### config.mk
export PLATFORM = sky130hd
export DESIGN_NAME = pc_stack_flat
export DESIGN_NICKNAME = d
export VERILOG_FILES = /design/src/rtl/pc_stack_if.sv /design/src/rtl/pc_stack.sv /design/src/flat_wrapper.sv
export SDC_FILE = /design/constraint.sdc
export NUM_CORES = 1
export LEC_CHECK = 0
export ABC_AREA = 0
export CAP_MARGIN = 10
export CORE_MARGIN = 2
export CORE_UTILIZATION = 59
export DETAILED_ROUTE_END_ITERATION = 8
export MAX_ROUTING_LAYER = met4
export PLACE_DENSITY_LB_ADDON = 0.1
export SLEW_MARGIN = 5
export SYNTH_ARGS = -nofsm -noshare
export SYNTH_HDL_FRONTEND = slang
export SYNTH_SLANG_ARGS = --single-unit
export TNS_END_PERCENT = 20
### constraint.sdc
create_clock -name CLK -period 4 [get_ports CLK]
set_clock_uncertainty 0.05 [all_clocks]
set_input_delay 0.8 -clock CLK [delete_from_list [all_inputs] [get_ports CLK]]
set_output_delay 0.8 -clock CLK [all_outputs]
set_load 0.02 [all_outputs]
### src/rtl/pc_stack_if.sv
// Decoder <-> PC/return-stack bundle: control in, fetch address and stack status out.
interface pc_stack_if #(
  parameter int ADDR_W = 8,
  parameter int DEPTH  = 4
);
  localparam int DW = $clog2(DEPTH+1);

  logic              stall;
  logic [2:0]        op;
  logic [ADDR_W-1:0] addr_in;
  logic [ADDR_W-1:0] addr_out;
  logic [DW-1:0]     depth;
  logic              stack_full;
  logic              stack_empty;
  logic              ovf_err;
  logic              unf_err;

  // decoder side
  modport master (
    output stall, op, addr_in,
    input  addr_out, depth, stack_full, stack_empty, ovf_err, unf_err
  );

  // pc_stack side
  modport slave (
    input  stall, op, addr_in,
    output addr_out, depth, stack_full, stack_empty, ovf_err, unf_err
  );
endinterface

### src/rtl/pc_stack.sv
// Program counter with a LIFO return-address stack. All state moves on the
// falling edge of CLK so the new fetch address is stable at the rising edge.
module pc_stack #(
  parameter int                ADDR_W    = 8,
  parameter int                DEPTH     = 4,
  parameter logic [ADDR_W-1:0] RESET_VEC = '0
) (
  input  logic      CLK,
  input  logic      areset,
  pc_stack_if.slave bus
);
  localparam int DW = $clog2(DEPTH+1);
  // storage index width; storage is rounded up to a power of two so the
  // index never needs a range check (extra entries are never addressed)
  localparam int IW = (DEPTH > 1) ? $clog2(DEPTH) : 1;

  localparam logic [2:0] OP_INC    = 3'b000;
  localparam logic [2:0] OP_BRANCH = 3'b001;
  localparam logic [2:0] OP_JUMP   = 3'b010;
  localparam logic [2:0] OP_CALL   = 3'b011;
  localparam logic [2:0] OP_RET    = 3'b100;

  logic [ADDR_W-1:0] pc_q, pc_d, pc_inc;
  logic [DW-1:0]     dep_q, dep_d, dep_m1;
  logic              ovf_q, ovf_d, unf_q, unf_d;
  logic              push;
  logic              full, empty;
  logic [IW-1:0]     wr_idx, rd_idx;
  logic [ADDR_W-1:0] stk [0:(1<<IW)-1];

  assign full   = (dep_q == DW'(DEPTH));
  assign empty  = (dep_q == '0);
  assign pc_inc = pc_q + ADDR_W'(1);
  assign dep_m1 = dep_q - DW'(1);
  assign wr_idx = dep_q[IW-1:0];
  assign rd_idx = dep_m1[IW-1:0];

  // next-state decode of the current op; defaults are the sequential path
  always_comb begin
    pc_d  = pc_inc;
    dep_d = dep_q;
    ovf_d = ovf_q;
    unf_d = unf_q;
    push  = 1'b0;
    case (bus.op)
      OP_BRANCH: pc_d = pc_q + bus.addr_in;
      OP_JUMP:   pc_d = bus.addr_in;
      OP_CALL: begin
        if (full) ovf_d = 1'b1;
        else begin
          push  = 1'b1;
          dep_d = dep_q + DW'(1);
          pc_d  = bus.addr_in;
        end
      end
      OP_RET: begin
        if (empty) unf_d = 1'b1;
        else begin
          dep_d = dep_m1;
          pc_d  = stk[rd_idx];
        end
      end
      default: pc_d = pc_inc;
    endcase
  end

  // PC, depth and sticky errors; reset beats stall, stall freezes everything
  always_ff @(negedge CLK) begin
    if (areset) begin
      pc_q  <= RESET_VEC;
      dep_q <= '0;
      ovf_q <= 1'b0;
      unf_q <= 1'b0;
    end else if (!bus.stall) begin
      pc_q  <= pc_d;
      dep_q <= dep_d;
      ovf_q <= ovf_d;
      unf_q <= unf_d;
    end
  end

  // stack storage: contents are don't-care after reset, so no reset here
  always_ff @(negedge CLK) begin
    if (!areset && !bus.stall && push) stk[wr_idx] <= pc_inc;
  end

  assign bus.addr_out    = pc_q;
  assign bus.depth       = dep_q;
  assign bus.stack_full  = full;
  assign bus.stack_empty = empty;
  assign bus.ovf_err     = ovf_q;
  assign bus.unf_err     = unf_q;
endmodule
### src/flat_wrapper.sv
// flat-port wrapper written by rule: the top's interface ports become plain ports
module pc_stack_flat 
#(
  parameter int                ADDR_W    = 8,
  parameter int                DEPTH     = 4,
  parameter logic [ADDR_W-1:0] RESET_VEC = '0
)
  (CLK, areset, bus_stall, bus_op, bus_addr_in, bus_addr_out, bus_depth, bus_stack_full, bus_stack_empty, bus_ovf_err, bus_unf_err);
  pc_stack_if #(.ADDR_W(ADDR_W), .DEPTH(DEPTH)) bus_i ();
  input  logic CLK;
  input  logic areset;
  input wire logic [$bits(bus_i.stall)-1:0] bus_stall;
  input wire logic [$bits(bus_i.op)-1:0] bus_op;
  input wire logic [$bits(bus_i.addr_in)-1:0] bus_addr_in;
  output wire logic [$bits(bus_i.addr_out)-1:0] bus_addr_out;
  output wire logic [$bits(bus_i.depth)-1:0] bus_depth;
  output wire logic [$bits(bus_i.stack_full)-1:0] bus_stack_full;
  output wire logic [$bits(bus_i.stack_empty)-1:0] bus_stack_empty;
  output wire logic [$bits(bus_i.ovf_err)-1:0] bus_ovf_err;
  output wire logic [$bits(bus_i.unf_err)-1:0] bus_unf_err;
  assign bus_i.stall = bus_stall;
  assign bus_i.op = bus_op;
  assign bus_i.addr_in = bus_addr_in;
  assign bus_addr_out = bus_i.addr_out;
  assign bus_depth = bus_i.depth;
  assign bus_stack_full = bus_i.stack_full;
  assign bus_stack_empty = bus_i.stack_empty;
  assign bus_ovf_err = bus_i.ovf_err;
  assign bus_unf_err = bus_i.unf_err;
  pc_stack #(.ADDR_W(ADDR_W), .DEPTH(DEPTH), .RESET_VEC(RESET_VEC)) u_core (.CLK(CLK), .areset(areset), .bus(bus_i));
endmodule
==> results of run 1 <==
-- worst max-delay path by stage --
| stage | from | end | cells past startpoint |
|---|---|---|---|
| 2_1_floorplan | bus_op[1] | u_core.bus.depth[2]$_SDFFE_NP0P_ | 5 |
| 3_3_place_gp | bus_addr_in[0] | u_core.bus.addr_out[6]$_SDFFE_NP0N_ | 8 |
| 3_5_place_dp | bus_addr_in[0] | u_core.bus.addr_out[6]$_SDFFE_NP0N_ | 8 |
| 4_1_cts | bus_addr_in[0] | u_core.bus.addr_out[6]$_SDFFE_NP0N_ | 8 |
| 5_1_grt | bus_addr_in[1] | u_core.bus.addr_out[5]$_SDFFE_NP0N_ | 7 |
| 6_report | bus_addr_in[1] | u_core.bus.addr_out[5]$_SDFFE_NP0N_ | 7 |
-- registers in the layout, indices dropped and copies added, names as in the netlist --
signal and flops:
u_core.stk 32, u_core.bus.depth 3, u_core.bus.unf_err 1, u_core.bus.ovf_err 1, u_core.bus.addr_out 8
-- timing repair --
action / CTS / global route
endpoints found under the setup margin: 58 / 23
resized for setup: 102 / 14
pin swaps: 27 / 6
setup buffers: 2 / 4
-- worst max-delay path: stages --
cell and delay [ns]:
sky130_fd_sc_hd__buf_8 0.10, sky130_fd_sc_hd__ha_4 0.26, sky130_fd_sc_hd__a211oi_4 0.36, sky130_fd_sc_hd__nor2_4 0.08, sky130_fd_sc_hd__o21a_1 0.20, sky130_fd_sc_hd__or3_4 0.34
sky130_fd_sc_hd__a311oi_2 0.27
-- report_power, final --
part	internal (mW)	leakage (nW)	switching, mW	total (mW)
combinational	0.140	0.903	0.161	0.301
clock	0.188	0.286	0.398	0.586
sequential	0.514	0.400	0.00787	0.521
-- Yosys cell counts (2+ instances only) --
library cell | n | area, um^2
sky130_fd_sc_hd__inv_1 | 8 | 30.03
sky130_fd_sc_hd__a221o_1 | 8 | 80.08
sky130_fd_sc_hd__nor3_1 | 5 | 25.02
sky130_fd_sc_hd__or3_1 | 2 | 12.51
sky130_fd_sc_hd__mux4_2 | 8 | 180.2
sky130_fd_sc_hd__o21ai_0 | 5 | 25.02
sky130_fd_sc_hd__a21o_1 | 2 | 15.01
sky130_fd_sc_hd__a221oi_1 | 8 | 70.07
sky130_fd_sc_hd__nor2_1 | 11 | 41.29
sky130_fd_sc_hd__a211oi_1 | 6 | 45.04
sky130_fd_sc_hd__nand3_1 | 3 | 15.01
sky130_fd_sc_hd__ha_1 | 13 | 162.7
sky130_fd_sc_hd__clkbuf_1 | 3 | 11.26
sky130_fd_sc_hd__edfxtp_1 | 32 | 960.9
sky130_fd_sc_hd__xnor2_1 | 7 | 61.31
sky130_fd_sc_hd__nor2b_1 | 5 | 31.28
sky130_fd_sc_hd__buf_4 | 2 | 15.01
sky130_fd_sc_hd__xor2_1 | 4 | 35.03
sky130_fd_sc_hd__a21oi_1 | 8 | 40.04
sky130_fd_sc_hd__nor3b_1 | 2 | 15.01
sky130_fd_sc_hd__and2_1 | 5 | 31.28
sky130_fd_sc_hd__nand2_1 | 4 | 15.01
sky130_fd_sc_hd__dfxtp_1 | 13 | 260.3
-- per-layer routing --
| metal | up-vias | global-route usage, % | wire length, um |
|---|---|---|---|
| li1 | 998 | - | - |
| met1 | 1162 | 43.92 | 3065 |
| met2 | 292 | 68.87 | 4618 |
| met3 | 118 | 14.67 | 1175 |
| met4 | 0 | 28.57 | 1008 |
| met5 | - | - | 0 |
-- kinds of logic (layout without fill, tap and decap cells) --
logic type	count (synthesis)	after routing	synth area share [%]
AOI/OAI and AO/OA	47	47	15.17
xor gates and xnor gates	11	11	4.055
adders and majority gates	14	14	7.688
buffers and inverters	16	146	3.106
DFF	45	45	51.40
muxes	9	9	8.004
and+or+nand+nor	45	45	10.58
-- cells in the final DEF (no fill, tap or decap), types with 7 or more instances in the layout --
| cell type | n |
|---|---|
| sky130_fd_sc_hd__inv_1 | 49 |
| sky130_fd_sc_hd__buf_4 | 45 |
| sky130_fd_sc_hd__edfxtp_1 | 32 |
| sky130_fd_sc_hd__dlygate4sd2_1 | 14 |
| sky130_fd_sc_hd__buf_6 | 13 |
| sky130_fd_sc_hd__dfxtp_1 | 11 |
| sky130_fd_sc_hd__nor2_1 | 10 |
| sky130_fd_sc_hd__mux4_2 | 8 |
| sky130_fd_sc_hd__a221o_1 | 8 |
| sky130_fd_sc_hd__xnor2_1 | 7 |
| sky130_fd_sc_hd__ha_4 | 7 |
-- final cells by class --
type	instances	share of cell area, %
multi-input cells	126	35.90
flip-flops and latches	45	33.67
repair buffers	86	20.71
clock inverters	48	5.325
clock buffers	5	1.889
well taps	50	1.718
inverters	7	0.7901
==> flow_summary.html, run 1 <==
<table>
<tr><th>Metric</th><th>Value</th></tr>
<tr><th colspan="2">Run status</th></tr>
<tr><td>Result of the run</td><td>finished with violations</td></tr>
<tr><td>Failing checks</td><td>setup timing</td></tr>
<tr><th colspan="2">Final layout</th></tr>
<tr><td>Fin util</td><td>92.38%</td></tr>
<tr><td>Sequential cell area</td><td>1226 um^2</td></tr>
<tr><td>Post-Layout Cell Count</td><td>367</td></tr>
<tr><td>Fin nets</td><td>344</td></tr>
<tr><td>Fillers</td><td>109</td></tr>
<tr><td>Area of the multi-input gates</td><td>1308 um^2</td></tr>
<tr><td>Fraction of layout instances using a drive strength above 1</td><td>39.12%</td></tr>
<tr><td>Final Cell Area</td><td>3642 um^2</td></tr>
<tr><td>Area added between synthesis and finish</td><td>53.29%</td></tr>
<tr><td>Diodes inserted</td><td>0</td></tr>
<tr><th colspan="2">Drt</th></tr>
<tr><td>Average wire per cell in the routed design</td><td>26.89 um</td></tr>
<tr><td>Total iterations of the first detailed-routing run</td><td>7</td></tr>
<tr><td>Via density</td><td>7.003</td></tr>
<tr><td>Post-route antenna net violation count</td><td>0</td></tr>
<tr><td>Total number of vias</td><td>2,570</td></tr>
<tr><td>Drt total wl</td><td>9.868 mm</td></tr>
<tr><td>Residual DRC count</td><td>0</td></tr>
<tr><td>Initial detailed-routing violation count</td><td>518</td></tr>
<tr><th colspan="2">STA</th></tr>
<tr><td>Hold Vio Cnt, Final</td><td>0</td></tr>
<tr><td>Tightest slew margin relative to the limit</td><td>63.27%</td></tr>
<tr><td>Slew of the pin with the lowest slew margin</td><td>0.5490 ns</td></tr>
<tr><td>Hold WS</td><td>0.4440 ns</td></tr>
<tr><td>Setup TNS</td><td>-0.9965 ns</td></tr>
<tr><td>Max-slew violation count</td><td>0</td></tr>
<tr><td>RSZ-0062 raised after global routing</td><td>yes</td></tr>
<tr><td>Final count of negative-setup-slack endpoints</td><td>15</td></tr>
<tr><td>Final critical-path setup slack</td><td>-0.1822 ns</td></tr>
<tr><th colspan="2">Min path</th></tr>
<tr><td>Depth of the worst hold-timing path</td><td>2</td></tr>
<tr><td>Worst Hold Launch</td><td>u_core.bus.ovf_err$_SDFFE_NP0P_</td></tr>
<tr><td>Endpoint of the worst hold path</td><td>u_core.bus.ovf_err$_SDFFE_NP0P_</td></tr>
<tr><td>Class of the tightest hold or removal check</td><td>reg2reg</td></tr>
<tr><th colspan="2">Clock tree</th></tr>
<tr><td>Cell at the root of the clock tree</td><td>sky130_fd_sc_hd__clkbuf_8</td></tr>
<tr><td># H-tree levels</td><td>2</td></tr>
<tr><td>TritonCTS clock tree</td><td>built</td></tr>
<tr><td>Clock buffer count from CTS</td><td>5</td></tr>
<tr><td>Reg clk slew, reported paths</td><td>0.06 ns</td></tr>
<tr><td>Clock latency on the worst-skew pair</td><td>0.44 ns</td></tr>
<tr><td>Number of buffers between clock root and the deepest sink</td><td>2</td></tr>
<tr><td>Cts hold-fix bufs</td><td>0</td></tr>
<tr><td>Number of sinks on the clock net</td><td>45</td></tr>
<tr><th colspan="2">Placement</th></tr>
<tr><td>Routability Congestion</td><td>0.8930</td></tr>
<tr><td>Placed cell areas</td><td>3123 um^2</td></tr>
<tr><td>Worst slack, placed</td><td>-0.8482 ns</td></tr>
<tr><td>Post-DP HPWL</td><td>4.408 mm</td></tr>
<tr><td>Count of buffers inserted at the top-level ports</td><td>28</td></tr>
<tr><td>Cell total after placement</td><td>309</td></tr>
<tr><th colspan="2">Floorplan</th></tr>
<tr><td>Core outline area</td><td>3943 um^2</td></tr>
<tr><td>Initial Util</td><td>60.27%</td></tr>
<tr><td>Count of pins on the block boundary</td><td>29</td></tr>
<tr><td>Horizontal die dimension</td><td>67.46 um</td></tr>
<tr><td>Floorplan die area</td><td>4551 um^2</td></tr>
<tr><td>Number of placement rows</td><td>23</td></tr>
<tr><td>Height of the chip</td><td>67.46 um</td></tr>
<tr><th colspan="2">Synthesis</th></tr>
<tr><td>Post-synth ARST share</td><td>0%</td></tr>
<tr><td>Flip-flop cell with the highest count after synthesis</td><td>sky130_fd_sc_hd__edfxtp_1</td></tr>
<tr><td>Number of unique standard cell types used by synthesis</td><td>46</td></tr>
<tr><td>Seq/Total Area, Yosys</td><td>51.40%</td></tr>
<tr><td>Post-synthesis instance area</td><td>2376 um^2</td></tr>
<tr><td>Count of flip-flops with a built-in enable after synthesis</td><td>32</td></tr>
<tr><td>Count of warnings emitted by yosys</td><td>0</td></tr>
<tr><td>Synth Instances</td><td>187</td></tr>
<tr><td>Total nets after synthesis</td><td>215</td></tr>
<tr><td>Syn Area/Cell</td><td>12.71 um^2</td></tr>
<tr><td>Number of storage elements in the synthesis netlist</td><td>45</td></tr>
<tr><th colspan="2">Critical path</th></tr>
<tr><td>Required time of the worst setup path</td><td>2.24 ns</td></tr>
<tr><td>Biggest fanout along the worst timing path</td><td>3</td></tr>
<tr><td>Worst setup SP type</td><td>input pin</td></tr>
<tr><td>CP endpoint kind</td><td>flop</td></tr>
<tr><td>Setup slack of the most critical reg-to-reg path</td><td>1.75 ns</td></tr>
<tr><td>Worst R2R Path Depth</td><td>8</td></tr>
<tr><td>Critical path class</td><td>in2reg</td></tr>
<tr><td>Reg-to-reg startpoint</td><td>u_core.bus.depth[1]$_SDFFE_NP0P_</td></tr>
<tr><td>Data arrival time of the worst path</td><td>2.42 ns</td></tr>
<tr><td>R2R Path End</td><td>u_core.bus.addr_out[3]$_SDFFE_NP0N_</td></tr>
<tr><th colspan="2">Power</th></tr>
<tr><td>Leakage component of the power</td><td>1.589 nW</td></tr>
<tr><td>Power Total</td><td>1.408 mW</td></tr>
<tr><td>Pwr dens</td><td>386.5 nW/um^2</td></tr>
<tr><td>Maximum VDD drop</td><td>0.2782 mV</td></tr>
<tr><th colspan="2">GRT</th></tr>
<tr><td>Overflow left after global routing</td><td>0</td></tr>
<tr><td>Via count of the first global-routing pass</td><td>2,452</td></tr>
<tr><td>Maximum number of pins on one net before global-route repair</td><td>16</td></tr>
<tr><td>Global-route usage over all layers</td><td>42.74%</td></tr>
<tr><td>Global-route wire length before repair</td><td>12.89 mm</td></tr>
<tr><td>Initial antenna violation count</td><td>0</td></tr>
<tr><th colspan="2">Flow run</th></tr>
<tr><td>Max_cap viols</td><td>0</td></tr>
</table>
Note: power is estimated with default switching activity, not from simulation.
==> run 2: changes to the inputs <==
- MAX_ROUTING_LAYER: met4 -> not set
==> flow_summary.html, run 2 (synthesized netlist as in run 1, its figures left out) <==
<table>
<tr><th>Metric</th><th>Value</th></tr>
<tr><th colspan="2">STA</th></tr>
<tr><td>Slew of the pin with the lowest slew margin</td><td>0.6173 ns</td></tr>
<tr><td>Max-slew violation count</td><td>0</td></tr>
<tr><td>Tightest slew margin relative to the limit</td><td>58.55%</td></tr>
<tr><td>Final count of negative-setup-slack endpoints</td><td>13</td></tr>
<tr><td>Final critical-path setup slack</td><td>-0.2956 ns</td></tr>
<tr><td>Hold Vio Cnt, Final</td><td>0</td></tr>
<tr><td>RSZ-0062 raised after global routing</td><td>yes</td></tr>
<tr><th colspan="2">Flow run</th></tr>
<tr><td>Max_cap viols</td><td>0</td></tr>
<tr><th colspan="2">Drt</th></tr>
<tr><td>Post-route antenna net violation count</td><td>0</td></tr>
<tr><td>Via density</td><td>7.370</td></tr>
<tr><td>Initial detailed-routing violation count</td><td>712</td></tr>
<tr><td>Drt total wl</td><td>11.80 mm</td></tr>
<tr><td>Total number of vias</td><td>2,771</td></tr>
<tr><td>Total iterations of the first detailed-routing run</td><td>6</td></tr>
<tr><td>Residual DRC count</td><td>0</td></tr>
<tr><td>Average wire per cell in the routed design</td><td>31.39 um</td></tr>
<tr><th colspan="2">Min path</th></tr>
<tr><td>Class of the tightest hold or removal check</td><td>reg2reg</td></tr>
<tr><td>Depth of the worst hold-timing path</td><td>2</td></tr>
<tr><th colspan="2">Clock tree</th></tr>
<tr><td>TritonCTS clock tree</td><td>built</td></tr>
<tr><td>Cts hold-fix bufs</td><td>0</td></tr>
<tr><td>Cell at the root of the clock tree</td><td>sky130_fd_sc_hd__clkbuf_8</td></tr>
<tr><td>Clock latency on the worst-skew pair</td><td>0.44 ns</td></tr>
<tr><td>Number of buffers between clock root and the deepest sink</td><td>2</td></tr>
<tr><td>Clock buffer count from CTS</td><td>5</td></tr>
<tr><td>Number of sinks on the clock net</td><td>45</td></tr>
<tr><td># H-tree levels</td><td>2</td></tr>
<tr><td>Reg clk slew, reported paths</td><td>0.10 ns</td></tr>
<tr><th colspan="2">Placement</th></tr>
<tr><td>Post-DP HPWL</td><td>4.678 mm</td></tr>
<tr><td>Routability Congestion</td><td>0.8984</td></tr>
<tr><td>Count of buffers inserted at the top-level ports</td><td>28</td></tr>
<tr><td>Worst slack, placed</td><td>-0.8543 ns</td></tr>
<tr><th colspan="2">Power</th></tr>
<tr><td>Leakage component of the power</td><td>1.652 nW</td></tr>
<tr><td>Pint</td><td>0.8512 mW</td></tr>
<tr><td>Clock Power Share</td><td>41.7%</td></tr>
<tr><td>Pwr dens</td><td>389.3 nW/um^2</td></tr>
<tr><td>Combinational power share</td><td>22.5%</td></tr>
<tr><td>Maximum VDD drop</td><td>0.3000 mV</td></tr>
<tr><td>Net load switching power</td><td>0.6096 mW</td></tr>
<tr><td>Power Total</td><td>1.461 mW</td></tr>
<tr><td>Proportion of total power due to net switching</td><td>41.73%</td></tr>
<tr><td>Reg power frac</td><td>35.8%</td></tr>
<tr><th colspan="2">Critical path</th></tr>
<tr><td>Data arrival time of the worst path</td><td>2.59 ns</td></tr>
<tr><td>Slowest stage cell, crit path</td><td>sky130_fd_sc_hd__ha_4</td></tr>
<tr><td>Number of buffers and inverters on the critical path</td><td>2</td></tr>
<tr><td>Critical path class</td><td>in2reg</td></tr>
<tr><td>Required time of the worst setup path</td><td>2.29 ns</td></tr>
<tr><td>Crit-path cells</td><td>dlygate4sd2_1, ha_4, o21ai_1, o21bai_1, a21oi_2, buf_4, o31a_1, a221oi_2</td></tr>
<tr><td>CP endpoint kind</td><td>flop</td></tr>
<tr><td>Delay of the slowest critical-path stage</td><td>0.31 ns</td></tr>
<tr><td>Worst R2R Path Depth</td><td>8</td></tr>
<tr><td>Worst setup SP type</td><td>input pin</td></tr>
<tr><td>Crit-path leading delay family</td><td>compound AO/OA/AOI/OAI gates</td></tr>
<tr><td>Stages on worst setup path</td><td>8</td></tr>
<tr><td>Biggest fanout along the worst timing path</td><td>4</td></tr>
<tr><th colspan="2">GRT</th></tr>
<tr><td>Global routing usage on met3</td><td>14.67%</td></tr>
<tr><td>Maximum number of pins on one net before global-route repair</td><td>17</td></tr>
<tr><td>Layer carrying the most global-route usage</td><td>met2</td></tr>
<tr><td>Global-route usage over all layers</td><td>43.86%</td></tr>
<tr><td>Overflow left after global routing</td><td>0</td></tr>
<tr><td>Initial antenna violation count</td><td>0</td></tr>
<tr><td>Met2 demand-to-capacity share in global routing</td><td>69.36%</td></tr>
<tr><td>M1 GR Usage</td><td>48.95%</td></tr>
<tr><td>Global-route wire length before repair</td><td>13.74 mm</td></tr>
<tr><td>Via count of the first global-routing pass</td><td>2,577</td></tr>
<tr><th colspan="2">Final layout</th></tr>
<tr><td>Fin util</td><td>95.18%</td></tr>
<tr><td>Fillers</td><td>92</td></tr>
<tr><td>Commonest non-fill, non-tap cell in the layout</td><td>sky130_fd_sc_hd__buf_4</td></tr>
<tr><td>Area added between synthesis and finish</td><td>57.93%</td></tr>
<tr><td>Fin nets</td><td>353</td></tr>
<tr><td>Diodes inserted</td><td>0</td></tr>
<tr><td>Fraction of layout instances using a drive strength above 1</td><td>44.17%</td></tr>
<tr><td>Max reg flops</td><td>32</td></tr>
<tr><td>Most used cells in the layout excluding fill and tap cells</td><td>50 x sky130_fd_sc_hd__buf_4, 48 x sky130_fd_sc_hd__inv_1, 32 x sky130_fd_sc_hd__edfxtp_1, 22 x sky130_fd_sc_hd__buf_6</td></tr>
<tr><td>Most flop-heavy register</td><td>u_core.stk</td></tr>
<tr><th colspan="2">Run status</th></tr>
<tr><td>Result of the run</td><td>finished with violations</td></tr>
<tr><td>Failing checks</td><td>setup timing</td></tr>
<tr><th colspan="2">Floorplan</th></tr>
<tr><td>Height of the chip</td><td>67.46 um</td></tr>
<tr><td>Initial Util</td><td>60.27%</td></tr>
<tr><td>Horizontal die dimension</td><td>67.46 um</td></tr>
<tr><td>Count of pins on the block boundary</td><td>29</td></tr>
<tr><td>Number of placement rows</td><td>23</td></tr>
<tr><td>Core outline area</td><td>3943 um^2</td></tr>
<tr><td>Floorplan die area</td><td>4551 um^2</td></tr>
</table>
## run 2: cell types whose count changed in the layout (fill, tap and decap cells not counted), sizes merged
cell / before / now
clkdlybuf4s15: 3 / 6
buf: 66 / 74
clkinvlp: 1 / 0
clkdlybuf4s50: 2 / 1
inv: 53 / 54
dlymetal6s2s: 0 / 2
dlygate4sd2: 14 / 10
clkbuf: 6 / 7
## run 2: per-layer routing
layer  share of wire, %  wire length (um)
met1                 31              3629
met2                 43              5125
met3                 13              1567
met4                 13              1480
met5                  0                 0
## run 2: worst min-delay path: cells and delay by family (launching register included)
family	cells	cell delay, ns
AO/OA/AOI/OAI	1	0.09
flip-flops	1	0.38
AND/OR/NAND/NOR	1	0.10
## run 2: layout make-up
class,count,area [um^2],share of cell area [%]
flip-flops and latches,45,1227,32.71
clock inverters,48,200.2,5.335
well taps,50,62.56,1.667
multi-input cells,126,1338,35.65
inverters,7,28.78,0.7669
clock buffers,5,68.82,1.834
repair buffers,95,827.0,22.04
## run 2: worst paths after layout
kind / from / endpoint / slack [ns]
setup / recovery: bus_addr_in[4] / u_core.bus.addr_out[6]$_SDFFE_NP0N_ / -0.30
setup reg to reg: u_core.bus.depth[0]$_SDFFE_NP0P_ / u_core.bus.addr_out[0]$_SDFFE_NP0N_ / 1.67
hold / removal: u_core.bus.ovf_err$_SDFFE_NP0P_ / u_core.bus.ovf_err$_SDFFE_NP0P_ / 0.56
hold reg to reg: u_core.bus.ovf_err$_SDFFE_NP0P_ / u_core.bus.ovf_err$_SDFFE_NP0P_ / 0.56
## run 2: through the flow
stage | std cells | hold WS, ns | instance area, um^2 | setup TNS [ns]
3_5_place_dp | 310 | 0.4249 | 3105 | -28.85
3_3_place_gp | 310 | 0.4076 | 3105 | -27.93
4_1_cts | 369 | 0.4380 | 3618 | -0.5444
5_1_grt | 376 | 0.5469 | 3752 | -2.204
2_1_floorplan | 187 | 0.5049 | 2430 | -5.212
6_report | 376 | 0.5614 | 3752 | -1.566
## run 2: power by group through the flow
stage	Clock, mW	Sequential (mW)	Combinational, mW
finish	0.610	0.523	0.328
detailed placement	0.0691	0.528	0.225
floorplan	0.0691	0.542	0.108
global route	0.654	0.523	0.337
CTS	0.515	0.522	0.263
global placement	0.0691	0.527	0.214
## run 2: repair_timing
| action | 4_1_cts | 5_1_grt |
|---|---|---|
| resized for setup | 96 | 37 |
| pin swaps | 26 | 10 |
| setup buffers | 7 | 7 |
| setup endpoints to repair | 58 | 49 |
